### config.mk
export PLATFORM = sky130hd
export DESIGN_NAME = inst_fetch_buffer
export DESIGN_NICKNAME = d
export VERILOG_FILES = /design/src/rtl/ifb_pkg.sv /design/src/rtl/ifb_predecode.sv /design/src/rtl/inst_fetch_buffer.sv
export SDC_FILE = /design/constraint.sdc
export NUM_CORES = 1
export LEC_CHECK = 0
export ABC_AREA = 1
export CAP_MARGIN = 10
export CORE_AREA = 2 2 112 114
export DETAILED_ROUTE_END_ITERATION = 10
export DIE_AREA = 0 0 114 116
export HOLD_SLACK_MARGIN = 0.03
export PLACE_DENSITY = 0.84
export SLEW_MARGIN = 30
export SYNTH_ARGS = -nofsm -noshare
export SYNTH_HDL_FRONTEND = slang
export SYNTH_SLANG_ARGS = --single-unit
### constraint.sdc
create_clock -name clk -period 7.1 [get_ports clk]
set_input_delay 1.775 -clock clk [delete_from_list [all_inputs] [get_ports clk]]
set_output_delay 1.775 -clock clk [all_outputs]
set_load 0.02 [all_outputs]
### src/rtl/ifb_pkg.sv
// Shared definitions for the instruction fetch buffer: opcode/funct codes,
// immediate-extension select codes and the stored-entry layout.
// Latency: n/a (definitions only). Backpressure: n/a.
package ifb_pkg;

    // Primary opcodes (inst[31:26])
    localparam logic [5:0] SPECIAL = 6'b000000;
    localparam logic [5:0] ANDI    = 6'b001100;
    localparam logic [5:0] ORI     = 6'b001101;
    localparam logic [5:0] XORI    = 6'b001110;
    localparam logic [5:0] LUI     = 6'b001111;

    // SPECIAL funct codes (inst[5:0]) for the constant shifts
    localparam logic [5:0] SLL     = 6'b000000;
    localparam logic [5:0] SRL     = 6'b000010;
    localparam logic [5:0] SRA     = 6'b000011;

    // Immediate-extension select driven to the immediate extender
    localparam logic [1:0] EXT_SIGN  = 2'b00;
    localparam logic [1:0] EXT_ZERO  = 2'b01;
    localparam logic [1:0] EXT_SHAMT = 2'b10;

    // One buffered fetch: raw pair plus the predecode computed at write time
    typedef struct packed {
        logic [31:0] pc;
        logic [31:0] inst;
        logic [1:0]  ext_sel;
        logic [15:0] imm16;
        logic [4:0]  shamt;
        logic        adel;
    } entry_t;

    localparam int ENTRY_W = $bits(entry_t);

    // Address-error-on-load check for an instruction fetch: word alignment
    function automatic logic pc_misaligned(input logic [31:0] pc);
        return pc[1:0] != 2'b00;
    endfunction

endpackage

### src/rtl/ifb_predecode.sv
// Purely combinational predecode of one instruction word into the fields
// the immediate extender consumes. Latency: 0 cycles. Backpressure: none.
// Ports: inst (in, 32) -> ext_sel (2), imm16 (16), shamt (5).
module ifb_predecode
    import ifb_pkg::*;
(
    input  logic [31:0] inst,
    output logic [1:0]  ext_sel,
    output logic [15:0] imm16,
    output logic [4:0]  shamt
);

    logic [5:0] opcode;
    logic [5:0] funct;
    logic       unused_fields;

    assign opcode = inst[31:26];
    assign funct  = inst[5:0];
    assign imm16  = inst[15:0];
    assign shamt  = inst[10:6];

    // Register specifiers are of no interest to the extender
    assign unused_fields = ^inst[25:16];

    always_comb begin
        ext_sel = EXT_SIGN;
        if (opcode == SPECIAL) begin
            // Only the constant shifts use shamt; variable shifts and the
            // rest of SPECIAL keep the sign-extend default (imm unused there)
            if (funct == SLL || funct == SRL || funct == SRA) begin
                ext_sel = EXT_SHAMT;
            end
        end else if (opcode == ANDI || opcode == ORI ||
                     opcode == XORI || opcode == LUI) begin
            ext_sel = EXT_ZERO;
        end
    end

endmodule

### src/rtl/inst_fetch_buffer.sv
// Instruction fetch buffer: queues {PC, instruction} pairs between AXI fetch
// and decode, predecoding each entry on write. Latency: 1 cycle push-to-valid
// (0 cycles into an empty buffer when IFB_BYPASS_EN is defined).
// Backpressure: in_ready = (count < DEPTH), from registered count only.
//
// Optional macro: IFB_BYPASS_EN - empty-buffer combinational bypass.
// Ports:
//   clk, resetn (sync, active-low), flush (drop all entries and same-cycle push/pop)
//   in_valid/in_ready/in_pc/in_inst        : fetch side
//   out_valid/out_ready/out_pc/out_inst    : decode side head entry
//   out_ext_sel/out_imm16/out_shamt        : predecoded immediate info
//   out_adel                               : head PC not word aligned
module inst_fetch_buffer
    import ifb_pkg::*;
#(
    parameter int DEPTH = 2
) (
    input  logic        clk,
    input  logic        resetn,
    input  logic        flush,
    input  logic        in_valid,
    output logic        in_ready,
    input  logic [31:0] in_pc,
    input  logic [31:0] in_inst,
    output logic        out_valid,
    input  logic        out_ready,
    output logic [31:0] out_pc,
    output logic [31:0] out_inst,
    output logic [1:0]  out_ext_sel,
    output logic [15:0] out_imm16,
    output logic [4:0]  out_shamt,
    output logic        out_adel
);

    localparam int PTR_W = (DEPTH > 1) ? $clog2(DEPTH) : 1;
    localparam int CNT_W = PTR_W + 1;
    localparam logic [CNT_W-1:0] DEPTH_C = CNT_W'(DEPTH);

    entry_t             mem [DEPTH];
    logic [PTR_W-1:0]   head;
    logic [PTR_W-1:0]   tail;
    logic [CNT_W-1:0]   count;

    logic               push;
    logic               pop;
    logic               empty;
    entry_t             wr_entry;
    entry_t             head_entry;

    logic [1:0]         wr_ext_sel;
    logic [15:0]        wr_imm16;
    logic [4:0]         wr_shamt;

    assign empty    = (count == '0);
    assign in_ready = (count < DEPTH_C);

    // Write-path predecode: result is stored alongside the raw pair
    ifb_predecode u_pre_wr (
        .inst    (in_inst),
        .ext_sel (wr_ext_sel),
        .imm16   (wr_imm16),
        .shamt   (wr_shamt)
    );

    always_comb begin
        wr_entry         = '0;
        wr_entry.pc      = in_pc;
        wr_entry.inst    = in_inst;
        wr_entry.ext_sel = wr_ext_sel;
        wr_entry.imm16   = wr_imm16;
        wr_entry.shamt   = wr_shamt;
        wr_entry.adel    = pc_misaligned(in_pc);
    end

`ifdef IFB_BYPASS_EN
    logic   byp_vld;

    // Bypass path gets its own predecode so the write path stays untouched
    // by the output mux; both see the same input word.
    logic [1:0]  byp_ext_sel;
    logic [15:0] byp_imm16;
    logic [4:0]  byp_shamt;
    entry_t      byp_entry;

    ifb_predecode u_pre_byp (
        .inst    (in_inst),
        .ext_sel (byp_ext_sel),
        .imm16   (byp_imm16),
        .shamt   (byp_shamt)
    );

    always_comb begin
        byp_entry         = '0;
        byp_entry.pc      = in_pc;
        byp_entry.inst    = in_inst;
        byp_entry.ext_sel = byp_ext_sel;
        byp_entry.imm16   = byp_imm16;
        byp_entry.shamt   = byp_shamt;
        byp_entry.adel    = pc_misaligned(in_pc);
    end

    assign byp_vld    = empty && in_valid && !flush;
    assign head_entry = byp_vld ? byp_entry : mem[head];
    assign out_valid  = !empty || byp_vld;
    // A bypassed entry that decode takes immediately never touches storage
    assign push       = in_valid && in_ready && !flush && !(byp_vld && out_ready);
`else
    assign head_entry = mem[head];
    assign out_valid  = !empty;
    assign push       = in_valid && in_ready && !flush;
`endif

    // Pop only real stored entries; a consumed bypass entry is not a pop
    assign pop = !empty && out_ready && !flush;

    always_ff @(posedge clk) begin
        if (!resetn) begin
            head  <= '0;
            tail  <= '0;
            count <= '0;
            for (int i = 0; i < DEPTH; i++) begin
                mem[i] <= '0;
            end
        end else if (flush) begin
            // Storage keeps stale contents; only occupancy and pointers reset
            head  <= '0;
            tail  <= '0;
            count <= '0;
        end else begin
            if (push) begin
                mem[tail] <= wr_entry;
                tail      <= tail + PTR_W'(1);
            end
            if (pop) begin
                head <= head + PTR_W'(1);
            end
            case ({push, pop})
                2'b10:   count <= count + CNT_W'(1);
                2'b01:   count <= count - CNT_W'(1);
                default: count <= count;
            endcase
        end
    end

    assign out_pc      = head_entry.pc;
    assign out_inst    = head_entry.inst;
    assign out_ext_sel = head_entry.ext_sel;
    assign out_imm16   = head_entry.imm16;
    assign out_shamt   = head_entry.shamt;
    assign out_adel    = head_entry.adel;

endmodule
=== Yosys cells after proc, flatten, opt, wreduce, memory -nomap -nowiden ===
Memories as Yosys holds them, arrays and structs flattened. A register that Yosys moved wholly into a read port is not among the register bits.
Cells that the tools add are included.

* Equality and inequality tests: 8
* Multiplexer cells: 14
* Reductions and logical operators: 18
* Order comparisons: 1
* Add/subtract/negate cells: 4
* Bitwise logic cells: 1

{| class="wikitable"
|+ Operator list
! kind !! count
|-
| $mux W88 || 1
|-
| $reduce_or A88 Y1 || 1
|-
| $eq A6 B4 Y1 const B || 4
|-
| $eq A6 B2 Y1 const B || 2
|-
| $logic_not A6 Y1 || 2
|-
| $mux W1 || 10
|-
| $logic_or A1 B1 Y1 || 5
|-
| $logic_and A1 B1 Y1 || 4
|-
| $mux W2 || 2
|-
| $pmux W2 S2 || 1
|-
| $reduce_bool A2 Y1 || 2
|-
| $add A1 B1 Y1 const B || 2
|-
| $add A2 B1 Y2 const B || 1
|-
| $eq A2 B1 Y1 const B || 1
|-
| $eq A2 B2 Y1 const B || 1
|-
| $logic_not A1 Y1 || 2
|-
| $logic_not A2 Y1 || 1
|-
| $lt A2 B2 Y1 const B || 1
|-
| $reduce_or A2 Y1 || 1
|-
| $sub A2 B1 Y2 const B || 1
|-
| $not A1 Y1 || 1
|}

* Register bits: 4
* Bits in writable memories: 176
* Logic and storage cells: 50
* Output and inout port bits: 90
* Memories kept: 1
* Input bits: 69

{| class="wikitable"
|+ Memories
! memory !! depth !! bits a word !! rd ports !! clocked after memory_dff !! write ports !! RTL line !! text
|-
| mem || 2 || 88 || 1 || 1 || 2 || inst_fetch_buffer.sv:39 || <nowiki>entry_t mem [DEPTH];</nowiki>
|}

=== Depth between registers and ports, before layout ===
Gate-level depths: netlist of the first run.

* Depth in word-level cells: 9
* Mapped depth: 10
* Mapped depth without buffers: 10

=== Cells and area by module ===
Synthesis of the first run repeated with hierarchy kept, for this count alone.

* Cells, all modules: 639
* Area total of the unflattened synthesis: 8,016.4 um2

{| class="wikitable"
|+ By module, submodules not included
! module !! times used !! cells an instance !! area each (um2) !! seq. area each (um2)
|-
| inst_fetch_buffer || 1 || 599 || 7,781.2 || 5,385.2
|-
| ifb_predecode || 1 || 40 || 235.2 || 0.0
|}

=== Worst setup path before layout of the first run ===
OpenSTA, ideal clock, no wires.

* Path kind: input-to-reg
* Start point: in flush
* End point: mem mem[0][0] in the netlist's numbering (enable)
* Path buffers: 2
* Setup time: 0.427 ns
* Setup slack: 2.906 ns
* Data arrival time: 3.767 ns
* Stages: 5
* Data required time: 6.673 ns
* Cells stage by stage: nor2_2 > nand4_2 > buf_4 > buf_6 > nand2_1

{| class="wikitable"
|+ RTL lines
! element !! RTL line !! text
|-
| start: declaration || inst_fetch_buffer.sv:20 || <nowiki>input logic flush,</nowiki>
|-
| end: declaration || inst_fetch_buffer.sv:39 ||
|}

==> results of run 1 <==
-- metrics by stage --
stage | cell area [sq um] | util | setup WS (ps) | instances
CTS | 8330 | 0.699 | 2900 | 795
finish | 8330 | 0.699 | 2940 | 795
floorplan | 6210 | - | 2910 | 498
global placement | 7720 | 0.648 | 2630 | 763
global route | 8330 | 0.699 | 2810 | 795
detailed placement | 7720 | 0.648 | 2600 | 763
-- logic make-up after synthesis --
| family | synth area share |
|---|---|
| AO/OA/AOI/OAI | 0.00403 |
| adder cells (fa/ha/maj) | 0.00201 |
| buffers and inverters | 0.0914 |
| multiplexers | 0.121 |
| flip-flops | 0.664 |
| AND/OR/NAND/NOR | 0.117 |
-- sequential cells by signal, summed over array words and instances, names as in the netlist, named ones only --
signal and flops:
count 2, mem 134, tail 1, head 1
-- final timing paths --
| kind | start | end | slack, ps | cells past startpoint |
|---|---|---|---|---|
| worst max register to register | count[1] | mem[0][34] | 4510 | 4 |
| worst min-delay path | head | register | 520 | 2 |
| worst min register to register | head | register | 520 | 2 |
| worst max-delay path | register | out_shamt[4] | 2940 | 2 |
-- per-layer routing --
metal | track usage | wire, microns
met1 | 0.228 | 5070
met2 | 0.345 | 6460
met3 | 0.0445 | 596
met4 | 0.0789 | 263
met5 | 0 | 0
-- worst max-delay path: cells and delay by family (launching register included) --
family	cells	cell delay, ps
multiplexers	1	450
flip-flops	1	950
buffers and inverters	1	560
-- final cells by class --
type | instances | area [sq um] | area share
repair buffers | 160 | 1600 | 0.192
multi-input cells | 245 | 1540 | 0.185
clock inverters | 14 | 178 | 0.0213
flip-flops and latches | 139 | 4130 | 0.496
clock buffers | 18 | 429 | 0.0515
inverters | 72 | 270 | 0.0324
well taps | 147 | 184 | 0.0221
-- cell usage after synthesis (2+ instances only) --
cell	instances	area, sq um
nand2_1	19	71.3
inv_1	72	270
dfxtp_1	5	100
nand4_1	2	12.5
a21oi_1	4	20.0
edfxtp_1	134	4020
buf_2	7	35.0
buf_4	25	188
clkbuf_1	5	18.8
nor2_2	26	163
nor2_1	121	454
nor3_1	2	10.0
buf_6	5	56.3
mux2_2	67	754
-- where the power goes --
| part | internal (mW) | switching, mW |
|---|---|---|
| Sequential | 0.941 | 0.0119 |
| Combinational | 0.117 | 0.122 |
| Clock | 0.582 | 0.319 |
==> results.cfg, run 1 <==
[run_status]
outcome = completed

[global_routing]
grt.total_usage = 0.194
grt_pass1_wl_mm = 19.5
overflow = 0
grt_max_degree = 69
grt_pass1_vias = 4104
antenna_found_initial = 0

[timing]
slew_violations = 0
finalCritPeriodShare = 0.586
tns_ps = 0
setup_viol = 0
rsz0062_at_grt = no
fin_skew_ps = 8.62
worst_pin_slew_ps = 956
relSlewSlack = 0.363
hold_viol = 0
fin_crit_ps = 4160
whs_ps = 517
timing.fmax_mhz = 240

[logic_synthesis]
ys_types = 18
syn_area_per_cell_sq_um = 12.5
synth-async-reset-ratio = 0
synth_edf_count = 134
ys.flop_type = edfxtp_1
synthCells = 498
ys_ff_latch = 139
ys_warn_count = 0
seq_area_frac_synth = 0.664
syn_area_sq_um = 6210
synth_fp_nets = 568

[cells_and_area]
drive_gt1_frac = 0.194
layout_common_cells = clkdlybuf4s50_1, edfxtp_1, nor2_1
final.fill_count = 853
synthToLayoutAreaGrowth_pct = 34.1
nNetsFinal = 705
antenna_cells = 0
final_common_cell = clkdlybuf4s50_1

[floorplanning]
pin_count = 159
coreArea_sq_um = 11900
rows = 40
die_h_microns = 116
start_util = 0.522
fp.dieW_microns = 114
die_area_sq_um = 13200

[worst_setup_path]
cp_slowest_stage_delay_ps = 950
start_kind = register
critPathCaptureType = output pin
critPathMaxFanout = 67
worstPathCellList = mux2_2 > clkdlybuf4s50_1
slowest_stage = dfxtp_4
cp.arrival_ps = 2380
critical_path_class = register to output pin
required_ps = 5330

[cts]
clk_latency_ps = 400
cts_hold_buf = 0
cts_resized = 0
clk_root_buffer_cell = clkbuf_16
postCtsSetupBuffers = 0
numCtsBuffers = 17
clockBufferDepth = 2
cts_tree = yes
cts.sink_count = 139
clk_pin_slew_worst_paths_ps = 60
htree_num_levels = 4

[power]
powerDensity_nw_per_um2 = 251
peakVddDrop_v = 0.000120
leakage_nw = 3.35
power.total_mw = 2.09

[placement]
globalplace.congestion = 0.730
io_buffers = 158
dp_hpwl_mm = 7.68

[routing]
drtIter0Drc = 178
drt_wl_total_mm = 12.4
drc = 0
drtAntennaViolNets = 0
viasPerCell = 4.97
firstDrtPassIters = 5
wl_per_cell_microns = 15.6
dr_total_vias = 3953

[hold_path]
hold_class = register to register

[job]
max_cap_violations = 0
(Power assumes the default switching activity.)
==> run 2: changes to the inputs <==
--- a/config.mk
+++ b/config.mk
@@ -7,11 +7,11 @@
 export LEC_CHECK = 0
 export ABC_AREA = 1
 export CAP_MARGIN = 10
-export CORE_AREA = 2 2 112 114
+export CORE_AREA = 2 2 122 124
 export DETAILED_ROUTE_END_ITERATION = 10
-export DIE_AREA = 0 0 114 116
+export DIE_AREA = 0 0 124 126
 export HOLD_SLACK_MARGIN = 0.03
-export PLACE_DENSITY = 0.84
+export PLACE_DENSITY = 0.75
 export SLEW_MARGIN = 30
 export SYNTH_ARGS = -nofsm -noshare
 export SYNTH_HDL_FRONTEND = slang
==> constraint.sdc (replaced) <==
create_clock -name clk -period 3.7 [get_ports clk]
set_input_delay 0.925 -clock clk [delete_from_list [all_inputs] [get_ports clk]]
set_output_delay 0.925 -clock clk [all_outputs]
set_load 0.02 [all_outputs]
==> run 2 against run 1 <==
First-iteration DRC count is 12% higher. Design area is 1.5% higher. Non-clock buffer count is 5 higher. Register-to-register slack worse by 2500 ps. Cell count is 5.3% higher. Clock skew hardly changed. Count of clock-buffer cells in the layout is 1 higher. Critical endpoint is now out_inst[9].
==> results.cfg, run 2 (synthesis gave the netlist of run 1 again) <==
[power]
leakage_nw = 3.39
pwr-share-seq = 0.453
powerDensity_nw_per_um2 = 477
power.switching_mw = 0.877
power_frac_clock = 0.432
power.total_mw = 4.03
peakVddDrop_v = 0.000264
switching_share = 0.217
p_comb_frac = 0.116
p_int_mw = 3.16

[global_routing]
grt_max_degree = 68
overflow = 0
grt.total_usage = 0.162
grt_pass1_wl_mm = 19.3
antenna_found_initial = 0
grt_pass1_vias = 4142

[routing]
drc = 0
drt_wl_total_mm = 12.5
dr_total_vias = 3935
firstDrtPassIters = 4
wl_per_cell_microns = 15.0
drtAntennaViolNets = 0
drtIter0Drc = 200
viasPerCell = 4.70

[worst_setup_path]
r2r-start = count[1]
critical_path_class = register to output pin
critPathCaptureType = output pin
required_ps = 2770
cp.arrival_ps = 2340
worstPathCellList = buf_4 > mux2_2 > clkdlybuf4s50_1
cp_slowest_stage_delay_ps = 620
start_kind = register
critPathMaxFanout = 31
slowest_stage = dfxtp_4

[timing]
setup_ws_ps = 431
worst_pin_slew_ps = 866
slew_violations = 0
timing.fmax_mhz = 306
hold_viol = 0
fin_skew_ps = 8.40
fin_crit_ps = 3270
rsz0062_at_grt = no
setup_viol = 0
whs_ps = 525
finalCritPeriodShare = 0.883
tns_ps = 0
relSlewSlack = 0.423

[cts]
postCtsSetupBuffers = 0
cts_hold_buf = 0
htree_num_levels = 4
clk_pin_slew_worst_paths_ps = 60
numCtsBuffers = 17
clk_root_buffer_cell = clkbuf_16
cts.sink_count = 139
clk_latency_ps = 410
clockBufferDepth = 2
cts_tree = yes
cts_resized = 0

[floorplanning]
start_util = 0.434
coreArea_sq_um = 14300
die_area_sq_um = 15600
rows = 44
pin_count = 159
fp.dieW_microns = 124
die_h_microns = 126

[cells_and_area]
synthToLayoutAreaGrowth_pct = 36.1
nNetsFinal = 710
top_regs = mem: 134 flops, count: 2 flops
antenna_cells = 0
final_common_cell = clkdlybuf4s50_1
layout_common_cells = clkdlybuf4s50_1, edfxtp_1, nor2_1
drive_gt1_frac = 0.202
largest_reg_flops = 134
largest_register = mem

[placement]
dp_slack_ps = 808
globalplace.congestion = 0.735
io_buffers = 158
dp_hpwl_mm = 7.94

[run_status]
outcome = completed

[hold_path]
hold_start = count[0]
hold_class = register to register

[job]
max_cap_violations = 0
run 2: cell count changes in the layout (fill, tap and decap cells not counted), sizes merged:
| cell | previous run | this run |
|---|---|---|
| buf | 2 | 7 |
| clkbuf | 18 | 19 |
| clkinv | 8 | 7 |
run 2: layout make-up:
class / count / area, sq um
Fill cell: 1150 / 5860
Sequential cell: 139 / 4130
Timing Repair Buffer: 165 / 1670
Multi-Input combinational cell: 245 / 1540
Clock buffer: 19 / 433
Inverter: 72 / 270
Tap cell: 184 / 230
Clock inverter: 13 / 175
run 2: critical path, delay by kind of cell, from the launching register on:
family   cells  cell delay, ps
buf+inv      2             910
flops        1             620
mux          1             400
run 2: per-stage QoR:
step	instances	cell area, sq um	utilization
after floorplan	498	6210	-
after global placement	805	7840	0.548
after detailed placement	805	7840	0.548
after CTS	837	8450	0.590
after global routing	837	8450	0.590
final	837	8450	0.590
run 2: power by group through the flow:
stage | Combinational, mW | Clock [mW] | Sequential (mW)
6_report | 0.466 | 1.74 | 1.83
5_1_grt | 0.497 | 1.83 | 1.83
4_1_cts | 0.473 | 1.76 | 1.83
3_5_place_dp | 0.470 | 0 | 1.86
3_3_place_gp | 0.466 | 0 | 1.85
2_1_floorplan | 0.247 | 0 | 1.85
run 2: metal layers:
layer | up-vias | track usage | part of all wire | wire (microns)
met5 | - | 0 | 0 | 0
met4 | 0 | 0.0449 | 0.0068 | 85
met1 | 1913 | 0.188 | 0.42 | 5300
met3 | 8 | 0.0607 | 0.061 | 763
met2 | 113 | 0.279 | 0.51 | 6380
li1 | 1901 | - | - | -
run 2: worst paths after layout:
path                            slack (ps)          end  cells after the start
worst max-delay path                   430  out_inst[9]                      3
worst min register to register         520     count[0]                      1
worst max register to register        1980   mem[0][23]                      4
worst min-delay path                   520     count[0]                      1
